File: src/rtl/synth_pkg.sv
// Shared definitions for the synth voice path: default sizes, MIDI constants and
// the allocator FSM state type.
package synth_pkg;

  localparam int unsigned VOICES_DEFAULT  = 8;
  localparam int unsigned V_WIDTH_DEFAULT = 3;
  localparam logic [6:0]  MIDI_CC_SUSTAIN = 7'd64;

  typedef enum logic [1:0] {
    StIdle,
    StScan,
    StCommit
  } alloc_state_t;

endpackage

File: src/rtl/voice_age_tracker.sv
// Per-voice saturating age counters: the assigned voice restarts at zero while every
// other gated voice gets one step older.
module voice_age_tracker
  import synth_pkg::*;
#(
  parameter int unsigned VOICES  = VOICES_DEFAULT,
  parameter int unsigned V_WIDTH = V_WIDTH_DEFAULT,
  parameter int unsigned AGE_W   = 8
) (
  input  logic                     clk,
  input  logic                     rst_n,
  input  logic                     assign_en,
  input  logic [V_WIDTH-1:0]       assign_idx,
  input  logic [VOICES-1:0]        active,
  output logic [VOICES*AGE_W-1:0]  age
);

  localparam logic [AGE_W-1:0] AgeMax = '1;

  logic [AGE_W-1:0] age_q [VOICES];

  always_ff @(posedge clk or negedge rst_n) begin
    if (!rst_n) begin
      for (int v = 0; v < VOICES; v++) age_q[v] <= '0;
    end else if (assign_en) begin
      for (int v = 0; v < VOICES; v++) begin
        if (V_WIDTH'(v) == assign_idx) begin
          age_q[v] <= '0;
        end else if (active[v] && age_q[v] != AgeMax) begin
          age_q[v] <= age_q[v] + AGE_W'(1);
        end
      end
    end
  end

  for (genvar v = 0; v < VOICES; v++) begin : g_age
    assign age[v*AGE_W +: AGE_W] = age_q[v];
  end

endmodule

File: src/rtl/voice_allocator.sv
// Polyphonic voice allocator: scans voices one per cycle, then retriggers a matching
// voice, takes the lowest free one, or steals the oldest.
module voice_allocator
  import synth_pkg::*;
#(
  parameter int unsigned VOICES    = VOICES_DEFAULT,
  parameter int unsigned V_WIDTH   = V_WIDTH_DEFAULT,
  parameter int unsigned AGE_W     = 8,
  parameter int unsigned PULSE_LEN = 1024
) (
  input  logic               sys_clk,
  input  logic               iRST_N,
  input  logic               ev_valid,
  output logic               ev_ready,
  input  logic               ev_is_on,
  input  logic [6:0]         ev_key,
  input  logic [7:0]         ev_vel,
  input  logic               sustain,
  input  logic [VOICES-1:0]  voice_free,
  output logic [VOICES-1:0]  keys_on,
  output logic               note_on,
  output logic [V_WIDTH-1:0] cur_key_adr,
  output logic [7:0]         cur_key_val,
  output logic [7:0]         cur_vel_on,
  output logic [7:0]         cur_vel_off
);

  localparam int unsigned        CntW    = $clog2(PULSE_LEN + 1);
  localparam logic [V_WIDTH-1:0] LastIdx = V_WIDTH'(VOICES - 1);

  alloc_state_t         state_q;
  logic [V_WIDTH-1:0]   scan_idx_q;
  logic                 ev_on_q;
  logic [6:0]           ev_key_q;
  logic [7:0]           ev_vel_q;
  logic [6:0]           key_tbl_q [VOICES];
  logic [VOICES-1:0]    pend_q;
  logic                 sustain_q;
  logic                 match_found_q, free_found_q;
  logic [V_WIDTH-1:0]   match_idx_q, free_idx_q, old_idx_q;
  logic [AGE_W-1:0]     old_age_q;
  logic [CntW-1:0]      pulse_cnt_q;

  logic [VOICES*AGE_W-1:0] ages;
  logic [AGE_W-1:0]        scan_age;
  logic [V_WIDTH-1:0]      target;
  logic                    assign_en, sus_fall, hit, vacant;

  assign scan_age  = ages[scan_idx_q*AGE_W +: AGE_W];
  assign hit       = (keys_on[scan_idx_q] | pend_q[scan_idx_q]) &&
                     (key_tbl_q[scan_idx_q] == ev_key_q);
  assign vacant    = !keys_on[scan_idx_q] && voice_free[scan_idx_q];
  assign target    = match_found_q ? match_idx_q : (free_found_q ? free_idx_q : old_idx_q);
  assign assign_en = (state_q == StCommit) && ev_on_q;
  assign sus_fall  = sustain_q && !sustain;
  assign note_on   = (pulse_cnt_q != '0);

  voice_age_tracker #(
    .VOICES  (VOICES),
    .V_WIDTH (V_WIDTH),
    .AGE_W   (AGE_W)
  ) u_age (
    .clk        (sys_clk),
    .rst_n      (iRST_N),
    .assign_en  (assign_en),
    .assign_idx (target),
    .active     (keys_on),
    .age        (ages)
  );

  always_ff @(posedge sys_clk or negedge iRST_N) begin
    if (!iRST_N) begin
      state_q       <= StIdle;
      scan_idx_q    <= '0;
      ev_on_q       <= 1'b0;
      ev_key_q      <= '0;
      ev_vel_q      <= '0;
      for (int v = 0; v < VOICES; v++) key_tbl_q[v] <= '0;
      pend_q        <= '0;
      sustain_q     <= 1'b0;
      match_found_q <= 1'b0;
      free_found_q  <= 1'b0;
      match_idx_q   <= '0;
      free_idx_q    <= '0;
      old_idx_q     <= '0;
      old_age_q     <= '0;
      pulse_cnt_q   <= '0;
      ev_ready      <= 1'b1;
      keys_on       <= '0;
      cur_key_adr   <= '0;
      cur_key_val   <= '0;
      cur_vel_on    <= '0;
      cur_vel_off   <= '0;
    end else begin
      sustain_q <= sustain;
      if (pulse_cnt_q != '0) pulse_cnt_q <= pulse_cnt_q - CntW'(1);

      // Pedal release drops every held-over voice; a same-cycle commit below overrides it.
      if (sus_fall) begin
        keys_on <= keys_on & ~pend_q;
        pend_q  <= '0;
      end

      unique case (state_q)
        StIdle: begin
          if (ev_valid && ev_ready) begin
            ev_on_q       <= ev_is_on;
            ev_key_q      <= ev_key;
            ev_vel_q      <= ev_vel;
            match_found_q <= 1'b0;
            free_found_q  <= 1'b0;
            scan_idx_q    <= '0;
            ev_ready      <= 1'b0;
            state_q       <= StScan;
          end
        end
        StScan: begin
          if (!match_found_q && hit) begin
            match_found_q <= 1'b1;
            match_idx_q   <= scan_idx_q;
          end
          if (!free_found_q && vacant) begin
            free_found_q <= 1'b1;
            free_idx_q   <= scan_idx_q;
          end
          if (scan_idx_q == '0 || scan_age > old_age_q) begin
            old_idx_q <= scan_idx_q;
            old_age_q <= scan_age;
          end
          if (scan_idx_q == LastIdx) state_q <= StCommit;
          else scan_idx_q <= scan_idx_q + V_WIDTH'(1);
        end
        StCommit: begin
          state_q  <= StIdle;
          ev_ready <= 1'b1;
          if (ev_on_q) begin
            keys_on[target]   <= 1'b1;
            key_tbl_q[target] <= ev_key_q;
            pend_q[target]    <= 1'b0;
            cur_key_adr       <= target;
            cur_key_val       <= {1'b0, ev_key_q};
            cur_vel_on        <= ev_vel_q;
            pulse_cnt_q       <= CntW'(PULSE_LEN);
          end else if (match_found_q) begin
            if (sustain) pend_q[match_idx_q] <= 1'b1;
            else keys_on[match_idx_q] <= 1'b0;
            cur_key_adr <= match_idx_q;
            cur_vel_off <= ev_vel_q;
          end
        end
        default: state_q <= StIdle;
      endcase
    end
  end

endmodule

File: config.mk
export PLATFORM = sky130hd
export DESIGN_NAME = voice_allocator
export DESIGN_NICKNAME = d
export VERILOG_FILES = /design/src/rtl/synth_pkg.sv /design/src/rtl/voice_age_tracker.sv /design/src/rtl/voice_allocator.sv
export SDC_FILE = /design/constraint.sdc
export NUM_CORES = 1
export LEC_CHECK = 0
export CORE_MARGIN = 4
export CORE_UTILIZATION = 64
export CTS_CLUSTER_DIAMETER = 200
export CTS_CLUSTER_SIZE = 30
export DETAILED_ROUTE_END_ITERATION = 7
export GPL_TIMING_DRIVEN = 0
export HOLD_SLACK_MARGIN = 0.06
export PLACE_DENSITY = 0.85
export RECOVER_POWER = 100
export SLEW_MARGIN = 20
export SYNTH_ARGS = -nofsm -noshare
export SYNTH_HDL_FRONTEND = slang
export SYNTH_SLANG_ARGS = --single-unit
File: constraint.sdc
create_clock -name sys_clk -period 7.17 [get_ports sys_clk]
set_input_delay 1.434 -clock sys_clk [delete_from_list [all_inputs] [get_ports sys_clk]]
set_output_delay 1.434 -clock sys_clk [all_outputs]
set_load 0.005 [all_outputs]
==> results_dict.tcl <==
set metrics [dict create \
    outcome "finished with violations" \
    violations "max-capacitance violations, max-slew violations" \
    drt_iter0_drc 620 \
    layout-drive-gt1-share_pct 16.4 \
    cts_tree "yes" \
    tightest_slew_ns 2.48 \
    grt_pass1_vias 7821 \
    async_reset_ff_share_pct 100 \
    fp.dieArea_um2 18900 \
    hold_viol 0 \
    cap_violations 2 \
    rows 47 \
    drt_first_pass_iters 5 \
    leakagePower_nw 5.64 \
    relSlewSlack_pct -65.6 \
    dpl-instance-area_um2 11700 \
    areaGrowthSynthToFinish_pct 11.0 \
    antenna_found_initial 0 \
    post_cts_buffers 0 \
    grt_overflow 0 \
    critPathArrivalTime_ns 5.86 \
    fillers 1145 \
    multiInputGateArea_um2 5010 \
    ys_ff_latch 215 \
    path_delay_family "buffers and inverters" \
    critical_path_buf_inv_count 5 \
    crit_path_top_delay_cell "clkbuf_1" \
    antenna_cells 0 \
    layout.nets 1084 \
    hold_class "flop to flop" \
    drc 0 \
    ff_latch_area_um2 5380 \
    synth_cell_types 59 \
    grt_max_degree 103 \
    ctsHoldBuffers 0 \
    ctsResizeCount 0 \
    cts_sinks 215 \
    die_h_um 137 \
    period_minus_slack_ns 5.48 \
    viasPerCell 6.25 \
    clkLatencyLatePin_ns 0.48 \
    chipWidth_um 137 \
    fin_skew_ns 0.0519 \
    grt_pass1_wl_um 40500 \
    final.period_utilization_pct 76.5 \
    cp_common_cell "clkbuf_1" \
    syn_nets 1006 \
    cellPowerDensity_nw_per_um2 163 \
    vias 7857 \
    synth_edf_count 0 \
    rsz0062_at_grt "no" \
    clk_path_buf_depth 3 \
    endpoint_kind "flop" \
    slowest_delay_ns 0.70 \
    ys.flop_type "dfrtp_1" \
    initial_core_util_pct 65.1 \
    path_clk_slew_ns 0.12 \
    startpoint_type "flop" \
    cts_root_buf "clkbuf_16" \
    yosysWarnings 0 \
    slew_violations 143 \
    ys_seq_area_share_pct 50.2 \
    ir_drop_mv 0.166 \
    reg2reg_slack_ns 1.69 \
    post-dp-hpwl_um 18000 \
    setup_viol 0 \
    grtUsageTotal_pct 27.3 \
    routed_wirelength_um 24900 \
    worstPathRequired_ns 7.54 \
    cts_buffers 11 \
    cp_cell_sequence "clkbuf_1, clkbuf_1, clkbuf_1, clkbuf_1, mux4_2, mux2_2, ha_1, a21o_1, a21o_1, a21oi_1, o21ai_0, a21oi_1, clkbuf_1, mux2_2" \
    cts_max_level 1 \
    ant_nets 0 \
    max_freq_ghz 0.182 \
    core_um2 16500 \
    syn_avg_cell_area_um2 11.2 \
    wl_per_cell_um 19.8 \
    ioPinCount 65 \
    synth_area_um2 10700 \
    gp_congestion 0.947 \
    critical_path_class "flop to flop" \
    whs_ns 0.487 \
    crit_fanout 10 \
    syn_inst 958 \
    port_buffers 63 \
    finalInstanceArea_um2 11900 \
]
## kinds of logic (layout without fill, tap and decap cells)
group	after synthesis	after routing	synth area share (%)
fa+ha+maj	20	20	2.34
compound gates	152	152	8.42
xor+xnor	26	26	2.13
mux	162	162	20.1
flops	215	215	50.2
other cells	1	1	0.0350
buf+inv	64	144	2.58
simple gates	318	318	14.1
## routing by layer
metal	track usage [%]	routed length, µm
met1	37.6	10400
met2	45.6	12300
met3	3.29	1440
met4	8.76	725
met5	0	0
## worst paths after layout
kind | startpoint | end | cells past startpoint
min reg2reg | cur_key_val[4] | cur_key_val[4] | 2
max reg2reg | scan_idx_q[1] | old_age_q[4] | 14
max | scan_idx_q[1] | old_age_q[4] | 14
min in group asynchronous | iRST_N | u_age.age[43] | 1
max in group asynchronous | iRST_N | cur_key_val[5] | 2
min | cur_key_val[4] | cur_key_val[4] | 2
## metrics by stage
| stage | util [%] | power, mW | worst slack (ns) | instances | TNS, ns |
|---|---|---|---|---|---|
| 2_1_floorplan | - | 1.24 | 3.51 | 958 | 0 |
| 3_3_place_gp | 70.6 | 1.28 | -4.18 | 1241 | -891.62 |
| 3_5_place_dp | 70.9 | 1.28 | 2.75 | 1243 | 0 |
| 4_1_cts | 72.9 | 1.95 | 2.75 | 1258 | 0 |
| 5_1_grt | 72.3 | 2.00 | 1.28 | 1258 | 0 |
| 6_report | 72.3 | 1.94 | 1.69 | 1258 | 0 |
## area by class of cell
cell class,instances,share of cell area (%)
repair buffers,65,5.52
multi-input cells,679,42.1
plain buffers,37,1.34
well taps,220,2.31
flip-flops and latches,215,45.2
inverters,27,0.852
clock buffers,14,2.41
clock inverters,1,0.252
## synthesized netlist by cell type, types with 3 or more instances
cell	count	area, µm²
nand2b_1	23	144
inv_1	25	93.8
o211ai_1	3	22.5
buf_1	8	30.0
mux2i_1	17	170
a31oi_1	10	62.6
xnor2_1	9	78.8
nor3_1	9	45.0
buf_2	8	40.0
mux2_2	109	1230
mux4_2	30	676
nor2_1	83	312
o21ai_0	89	445
xor2_1	17	149
a22o_1	3	26.3
nand2_1	115	432
mux2_4	4	60.1
or3_1	5	31.3
a21o_1	4	30.0
and3_1	21	131
nand4_1	12	75.1
ha_1	20	250
a31o_2	3	26.3
nor2b_1	13	81.3
or2_2	3	18.8
a22oi_1	9	67.6
buf_4	3	22.5
a21oi_1	8	40.0
o31ai_1	8	60.1
nor2_2	4	25.0
a221oi_1	3	26.3
dfrtp_1	214	5360
nand3_1	14	70.1
clkbuf_1	16	60.1
## cell usage in the layout (no fill, tap or decap), types with 9 or more instances in the layout
| cell type | Yosys | routed |
|---|---|---|
| o21ai_0 | 89 | 89 |
| clkdlybuf4s50_1 | 0 | 24 |
| clkbuf_1 | 16 | 34 |
| mux4_2 | 30 | 30 |
| inv_1 | 25 | 25 |
| dlygate4sd3_1 | 0 | 38 |
| nand3_1 | 14 | 14 |
| nor2_1 | 83 | 87 |
| xnor2_1 | 9 | 9 |
| xor2_1 | 17 | 17 |
| clkbuf_16 | 0 | 11 |
| mux2i_1 | 17 | 18 |
| a22oi_1 | 9 | 9 |
| nand4_1 | 12 | 12 |
| nor2b_1 | 13 | 13 |
| mux2_2 | 109 | 104 |
| nand2b_1 | 23 | 23 |
| nand2_1 | 115 | 115 |
| and3_1 | 21 | 21 |
| nor3_1 | 9 | 12 |
| a31oi_1 | 10 | 10 |
| ha_1 | 20 | 20 |
| dfrtp_1 | 214 | 214 |
## registers in the layout, summed over array words and instances, names as in the netlist, 2 cells and up
register     count
u_age.age       64
key_tbl_q       56
pulse_cnt_q     11
cur_vel_off      8
cur_vel_on       8
ev_vel_q         8
keys_on          8
old_age_q        8
pend_q           8
cur_key_val      7
ev_key_q         7
cur_key_adr      3
free_idx_q       3
match_idx_q      3
old_idx_q        3
scan_idx_q       3
state_q          2
## power breakdown
group          switching (mW)  leakage, nW  internal, mW  total, mW
logic                  0.0275         2.52        0.0157     0.0433
registers            0.000113         2.97          1.21       1.21
clock network           0.393        0.151         0.294      0.687
## tightest hold or removal path, stage by stage (launching register included)
cell     delay (ns)
dfrtp_1        0.35
nand2_1        0.05
nand2_1        0.06
Power figures use the tool's default switching activity.
